[src/rtl/uart_word_assembler.sv]
// uart_word_assembler: packs UART bytes little-endian into 32-bit words and buffers them in a FIFO.
// Optional partial-word idle timeout is enabled by defining UART_WORD_TIMEOUT_EN.
module uart_word_assembler #(
    parameter int FIFO_DEPTH   = 4,
    parameter int BYTE_TIMEOUT = 100000
) (
    input  logic                              clk,
    input  logic                              reset_n,
    input  logic                              in_rx_valid,
    input  logic [7:0]                        in_rx_data,
    input  logic                              in_pop,
    input  logic                              in_clear_overflow,
    output logic [31:0]                       out_word,
    output logic                              out_word_valid,
    output logic [$clog2(FIFO_DEPTH+1)-1:0]   out_count,
    output logic [1:0]                        out_partial_bytes,
    output logic                              out_overflow
);
    localparam int AW = $clog2(FIFO_DEPTH);
    localparam int CW = $clog2(FIFO_DEPTH+1);

    logic [31:0]   r_mem [FIFO_DEPTH];
    logic [AW-1:0] r_wptr, r_rptr;
    logic [CW-1:0] r_count;
    logic [1:0]    r_partial;
    logic [23:0]   r_bytes;
    logic          r_ovf;
    logic          w_push, w_full, w_empty, w_pop, w_wr, w_ovf_evt, w_expire;

    always_comb begin
        w_push    = in_rx_valid && r_partial == 2'd3;
        w_full    = r_count == CW'(FIFO_DEPTH);
        w_empty   = r_count == '0;
        w_pop     = in_pop && !w_empty;
        w_wr      = w_push && (!w_full || w_pop);
        w_ovf_evt = w_push && w_full && !w_pop;
    end

    // New bytes enter at the top and shift down, so after three bytes byte 0 sits in [7:0].
    always_ff @(posedge clk) begin
        if (in_rx_valid) r_bytes <= {in_rx_data, r_bytes[23:8]};
        if (w_wr && reset_n) r_mem[r_wptr] <= {in_rx_data, r_bytes};
    end

    always_ff @(posedge clk) begin
        if (!reset_n) begin
            r_wptr    <= '0;
            r_rptr    <= '0;
            r_count   <= '0;
            r_partial <= '0;
            r_ovf     <= 1'b0;
        end else begin
            if (w_wr) r_wptr <= r_wptr + AW'(1);
            if (w_pop) r_rptr <= r_rptr + AW'(1);
            r_count <= r_count + CW'(w_wr) - CW'(w_pop);
            r_ovf   <= w_ovf_evt || (r_ovf && !in_clear_overflow);
            if (in_rx_valid) r_partial <= r_partial + 2'd1;
            else if (w_expire) r_partial <= '0;
        end
    end

`ifdef UART_WORD_TIMEOUT_EN
    localparam int TW = $clog2(BYTE_TIMEOUT+1);
    logic [TW-1:0] r_idle;

    // Expire on the edge where the counter would reach the limit; a byte in that cycle wins.
    assign w_expire = r_partial != 2'd0 && !in_rx_valid && r_idle == TW'(BYTE_TIMEOUT-1);

    always_ff @(posedge clk) begin
        if (!reset_n || in_rx_valid || r_partial == 2'd0) r_idle <= '0;
        else if (r_idle != TW'(BYTE_TIMEOUT)) r_idle <= r_idle + TW'(1);
    end
`else
    logic w_unused_timeout;
    assign w_expire         = 1'b0;
    assign w_unused_timeout = BYTE_TIMEOUT != 0;
`endif

    assign out_word          = r_mem[r_rptr];
    assign out_word_valid    = !w_empty;
    assign out_count         = r_count;
    assign out_partial_bytes = r_partial;
    assign out_overflow      = r_ovf;
endmodule

[config.mk]
export PLATFORM = sky130hd
export DESIGN_NAME = uart_word_assembler
export DESIGN_NICKNAME = d
export VERILOG_FILES = /design/src/rtl/uart_word_assembler.sv
export SDC_FILE = /design/constraint.sdc
export NUM_CORES = 1
export LEC_CHECK = 0
export CORE_ASPECT_RATIO = 2
export CORE_MARGIN = 4
export CORE_UTILIZATION = 51
export DETAILED_ROUTE_END_ITERATION = 12
export GPL_ROUTABILITY_DRIVEN = 0
export PLACE_DENSITY = 0.84
export SETUP_SLACK_MARGIN = 0.05
export SYNTH_ARGS = -nofsm -noshare
export SYNTH_HDL_FRONTEND = slang
export SYNTH_SLANG_ARGS = --single-unit
[constraint.sdc]
create_clock -name clk -period 2.15 [get_ports clk]
set_input_delay 0.3225 -clock clk [delete_from_list [all_inputs] [get_ports clk]]
set_output_delay 0.3225 -clock clk [all_outputs]
set_load 0.03 [all_outputs]
# After elaboration in Yosys (flattened, before gate mapping)
# Memory sizes are Yosys's and may differ from the RTL's. A register that Yosys moved wholly into a read port is not among the register bits.
# Cells that the tools add are included.
# Widths: inputs -> output; s select.
[totals]
regBits = 34
latch_bits = 0
ramBits = 128
rom_bits = 0
input_bits = 13
output_inout_bits = 39
wordCells = 32
n_memories = 1
[classes]
add_sub_neg = 5
mul = 0
div = 0
magnitude_cmp = 0
eq_ne = 2
shift = 0
mux = 4
n_bitwise = 0
n_reduce_logical = 14
[memory_table]
columns = ["memory", "words", "word_bits", "read_ports", "rd_ports_with_merged_regs", "write_ports", "line_no", "source"]
rows = [
  ["r_mem", 4, 32, 1, 1, 1, "22", "logic [31:0] r_mem [FIFO_DEPTH];"],
]
[op_table]
columns = ["op", "count"]
rows = [
  ["$logic_and 1x1->1", 7],
  ["$add 2x1->2 const B", 3],
  ["$logic_not 1->1", 4],
  ["$mux 2", 2],
  ["$add 3x1->3", 1],
  ["$eq 3x3->1 const B", 1],
  ["$logic_not 3->1", 1],
  ["$sub 3x1->3", 1],
  ["$eq 2x2->1 const B", 1],
  ["$logic_or 1x1->1", 2],
  ["$mux 1", 2],
]

# Depth between registers and ports, before layout
[depth]
depth_word = 8
mapped_depth = 10
depth_no_buf = 9

# Worst setup path after synthesis
# Ideal clock, no wire load.
[synth_timing]
path_type = "register to register"
startpoint = "reg r_count[2], in the netlist out_count[2]"
endpoint = "reg r_count[2], in the netlist out_count[2]"
t_arrival_ns = 2.411
slack_ns = -0.376
stages_incl_launch_ff = 10
period_less_slack_ns = 2.526
path_cell_list = "dfxtp_1 -> or4b_1 -> nor2b_4 -> buf_6 -> xnor2_1 -> ha_1 -> fa_1 -> xor2_1 -> xnor2_1 -> and2_1"
[synth_via]
elab_chain_len = 7
[synth_lines]
columns = ["element", "line_no", "source"]
rows = [
  ["start: declaration", "24", "logic [CW-1:0] r_count;"],
  ["start signal: assignment", "55", "r_count <= r_count + CW'(w_wr) - CW'(w_pop);"],
  ["$logic_not 3->1", "33", "w_empty = r_count == '0;"],
  ["$logic_not 1->1", "34", "w_pop = in_pop && !w_empty;"],
  ["$logic_and 1x1->1", "34", ""],
  ["$logic_or 1x1->1", "35", "w_wr = w_push && (!w_full || w_pop);"],
  ["$logic_and 1x1->1", "35", ""],
  ["$add 3x1->3", "55", ""],
  ["$sub 3x1->3 *", "55", ""],
]
# Mark *: on every way between the ends. The rest lies on a longest branch, timed or not.
# A chain may end at the register's enable or synchronous reset.

# Worst setup path after layout
[layout_timing]
startpoint = "reg r_count[0], in the netlist out_count[0]"
endpoint = "reg r_count[2], in the netlist out_count[2]"
# The elaborated chain is that of the path after synthesis.

==> results.txt <==
The flow ran to the end, but the final reports show violations. The checks that failed: setup timing. The critical path crosses 8 cells after its start point.

The number of max-cap violations came out at 0. The final hold violation count was 0. The endpoint of the worst-slack reg-to-reg timing path is out_count[2]$_SDFF_PN0_. In the final layout, flip-flops and latches occupy 4820 sq um.

The worst slew slack as a fraction of its limit came out at 72.1%. The synthesis-stage register bit count is 164. Static timing analysis puts the maximum clock frequency at 462 MHz.

The height of the chip came out at 160 um. At the pin with the least slew margin, the transition time is 0.419 ns. By instance count, the cell type seen most on the critical path is xnor2_1. The depth of the CTS H-tree came out at 4. The net count after synthesis came out at 270.

The number of warning messages in the yosys log is 0. The total internal power came out at 6.62 mW. The number of optimization iterations in the first detailed-route pass is 4. For this design the top-level I/O count stands at 52.

The clock slew at the register clock pins of the worst setup and hold paths is 0.06 ns. The critical path's largest stage delay is 0.51 ns. Counting the fill cells in the layout gives 703.

The largest individual stage delay along the critical path comes from the cell or4b_4. The worst ir drop on vdd is 0.983 mV. In this run the deepest clock path goes through 2 buffers.

The slack of the critical path is -0.0137 ns. The mean instance size in the synthesized netlist came out at 23.7 sq um. The worst hold path stage count is 2. The final routed wire length divided by cell count is 20.7 um. The sequential cell fraction of total power came out at 41.5%. The final design utilization came out at 67.1%. After legalization and detailed placement, the total HPWL measured 6.37 mm. Setup repair after global routing could not meet its margin everywhere.

The effective utilization at floorplan is 52.2%. The post-route DRC violation count is 0. Hold is met by 0.505 ns. The via count of the first global-routing pass is 2917. For the worst-skew pair, the clock arrives at the later sink with an insertion delay of 0.41 ns. The library cell used most frequently in the layout, excluding fill and tap cells, is edfxtp_1. The first-pass GRT wire length came out at 16.4 mm.

The total congestion overflow after global routing came out at 0. The die width came out at 84.2 um. The total routed wirelength is 10.3 mm. The library cells used most frequently in the layout, excluding fill and tap cells, are edfxtp_1, mux4_2, buf_6.

The violation count after the first detailed-route iteration is 194. The total area inside the core boundary comes to 11400 sq um. The synthesized design spends more area on one cell type than any other, namely edfxtp_1. The initial antenna violation count is 0.

The net switching power came out at 2.31 mW. The final count of pins violating max slew is 0. The signal on the critical path passes through or4b_4 -> nor2b_4 -> xnor2_1 -> ha_2 -> fa_2 -> xor2_1 -> xnor2_1 -> and2_1. The die outline area came out at 13500 sq um.

The cell area after placement came out at 6840 sq um. The cell leakage power is 2.56 nW. The setup slack of the worst register-to-register path came out at -0.01 ns.

The most critical setup path has its endpoint at out_count[2]$_SDFF_PN0_. The post-route minimum period came out at 2.16 ns. Ranked by total cell area, the synthesized netlist is headed by edfxtp_1, mux4_2, dfxtp_1, ha_1, and2_1. The final non-filler cell area came out at 7620 sq um. The required time of the critical path is 2.45 ns. The proportion of synthesized chip area in sequential cells came out at 81.1%. The clock group share of total power came out at 33.4%. TritonCTS built the clock tree. The pin count of the biggest net entering global routing came out at 27. The total track usage came out at 16.6%.

The startpoint of the most critical register-to-register path is out_count[0]$_SDFF_PN0_. The portion of synthesized cell area occupied by the leading cell type came out at 77.1%. The netlist area before placement is 5920 sq um.

The share of final-layout standard cells stronger than drive strength 1 is 38.4%. The total power is 8.93 mW. The total clock sinks came out at 164. The critical path is of the reg -> reg type. The total via count in the routed design came out at 2654.

In this run the worst path has a maximum fanout of 2. The repair_antennas step left the layout with diodes totalling 0. The count of buffers inserted at the top-level ports came out at 51. The number of failing setup endpoints in the final timing report is 1. The buffer cell driving the clock tree root is clkbuf_16. The number of different library cells used by synthesis comes to 24.

In the routed layout, each cell is associated on average with a via count of 5.35. The final cycle utilization of the critical path is 101%. The relative area change from synthesis to final layout is 28.6%. For this design the ratio of total power to cell area is 1170 nW/um^2. The most critical setup path has its startpoint at out_count[0]$_SDFF_PN0_.

The post-route antenna net violation count is 0. Prior to clock tree synthesis, the placed netlist has a worst setup slack of -0.556 ns. The logic gate share of total power came out at 25.1%. The synthesized netlist cell count came out at 250.

Clock tree synthesis inserted a total of 17 buffers. The share of total power consumed by net switching came out at 25.8%. The hold-fix buffer count after cts is 0.

The worst-case reg-to-reg path depth is 8. The critical path buffer and inverter count came out at 0. The worst min-delay path class is reg -> reg.

The final clock skew is 0.00905 ns. The kind of cell with the highest combined delay along the critical path is simple AND/OR/NAND/NOR gates. The net count reported at finish is 361. The floorplan row count came out at 55. The multi-input combinational cell area came out at 1070 sq um. For the worst setup path, the data arrival time is 2.47 ns. The worst setup path is launched from a flip-flop. The worst setup path is captured at a flip-flop.
==> worst min-delay path: stages (launching register included) <==
cell     delay [ns]
dfxtp_1        0.33
nand2_1        0.07
mux2i_1        0.06
==> what timing repair did <==
item                                   in CTS  in global routing
setup buffers                               5                  0
endpoints found under the hold margin       0                  0
setup endpoints to repair                  34                 29
cloned                                      1                  0
gates resized for setup                    66                 18
pin swaps                                   1                  0
==> area by class of cell <==
class                      count  area share, %
clock inverter                11           2.00
clock buffer                  21           5.78
timing repair buffer          81           12.3
inverter                       4          0.197
sequential                   164           63.3
multi-input combinational     73           14.1
tap                          142           2.33
==> how the worst min path moves through the flow <==
stage               slack (ns)                   start                      to
finish                    0.51  r_wptr[0]$_SDFFE_PN0P_  r_wptr[0]$_SDFFE_PN0P_
global route              0.52    r_bytes[5]$_DFFE_PP_   r_mem[2][5]$_DFFE_PP_
CTS                       0.50    r_bytes[2]$_DFFE_PP_   r_mem[2][2]$_DFFE_PP_
detailed placement        0.49    r_bytes[2]$_DFFE_PP_   r_mem[2][2]$_DFFE_PP_
global placement          0.47    r_bytes[0]$_DFFE_PP_   r_mem[1][0]$_DFFE_PP_
floorplan                 0.42           in_rx_data[0]   r_bytes[16]$_DFFE_PP_
==> stage by stage <==
| step | setup TNS [ns] | cells |
|---|---|---|
| 3_5_place_dp | -28.13 | 458 |
| 4_1_cts | -0.0266 | 496 |
| 5_1_grt | -0.242 | 496 |
| 2_1_floorplan | -0.148 | 250 |
| 6_report | -0.0137 | 496 |
| 3_3_place_gp | -19.68 | 458 |
==> cell usage after synthesis, drive strengths merged <==
cell type / count
or3: 1
fa: 1
nor2b: 2
mux2i: 3
clkbuf: 2
buf: 7
nand3: 1
edfxtp: 152
and2: 8
xor2: 2
o22ai: 1
or4b: 1
inv: 4
xnor2: 4
ha: 6
mux4: 32
dfxtp: 12
o31ai: 1
o311ai: 1
nand2: 5
and3: 4
==> state kept, by name, summed over array words and instances, names as in the netlist, named ones only <==
register,count
r_mem,128
r_bytes,24
out_count,3
out_partial_bytes,2
r_rptr,2
r_wptr,2
out_overflow,1
==> cell families (layout without fill, tap and decap cells) <==
| group | Yosys count | after routing | synth area share, % |
|---|---|---|---|
| AOI/OAI and AO/OA | 3 | 3 | 0.380 |
| xor gates and xnor gates | 6 | 6 | 0.887 |
| adders and majority gates | 7 | 7 | 1.61 |
| and+or+nand+nor | 22 | 22 | 2.30 |
| muxes | 35 | 35 | 12.7 |
| buffers and inverters | 13 | 117 | 1.04 |
| DFF | 164 | 164 | 81.1 |
==> routing by layer <==
metal / track usage [%] / vias to the layer above / share of wire, %
li1: - / 1215 / -
met1: 18.5 / 1368 / 38
met2: 29.5 / 65 / 57
met3: 5.29 / 6 / 4.0
met4: 6.15 / 0 / 1.0
met5: 0 / - / 0
==> power groups by stage <==
stage	registers, mW	logic, mW	clock network, mW
finish	3.71	2.24	2.98
global route	3.71	2.39	3.18
CTS	3.70	2.22	3.05
detailed placement	3.76	1.97	0
global placement	3.75	1.95	0
floorplan	3.78	1.19	0
No activity file was read; power rests on OpenSTA's default activity.
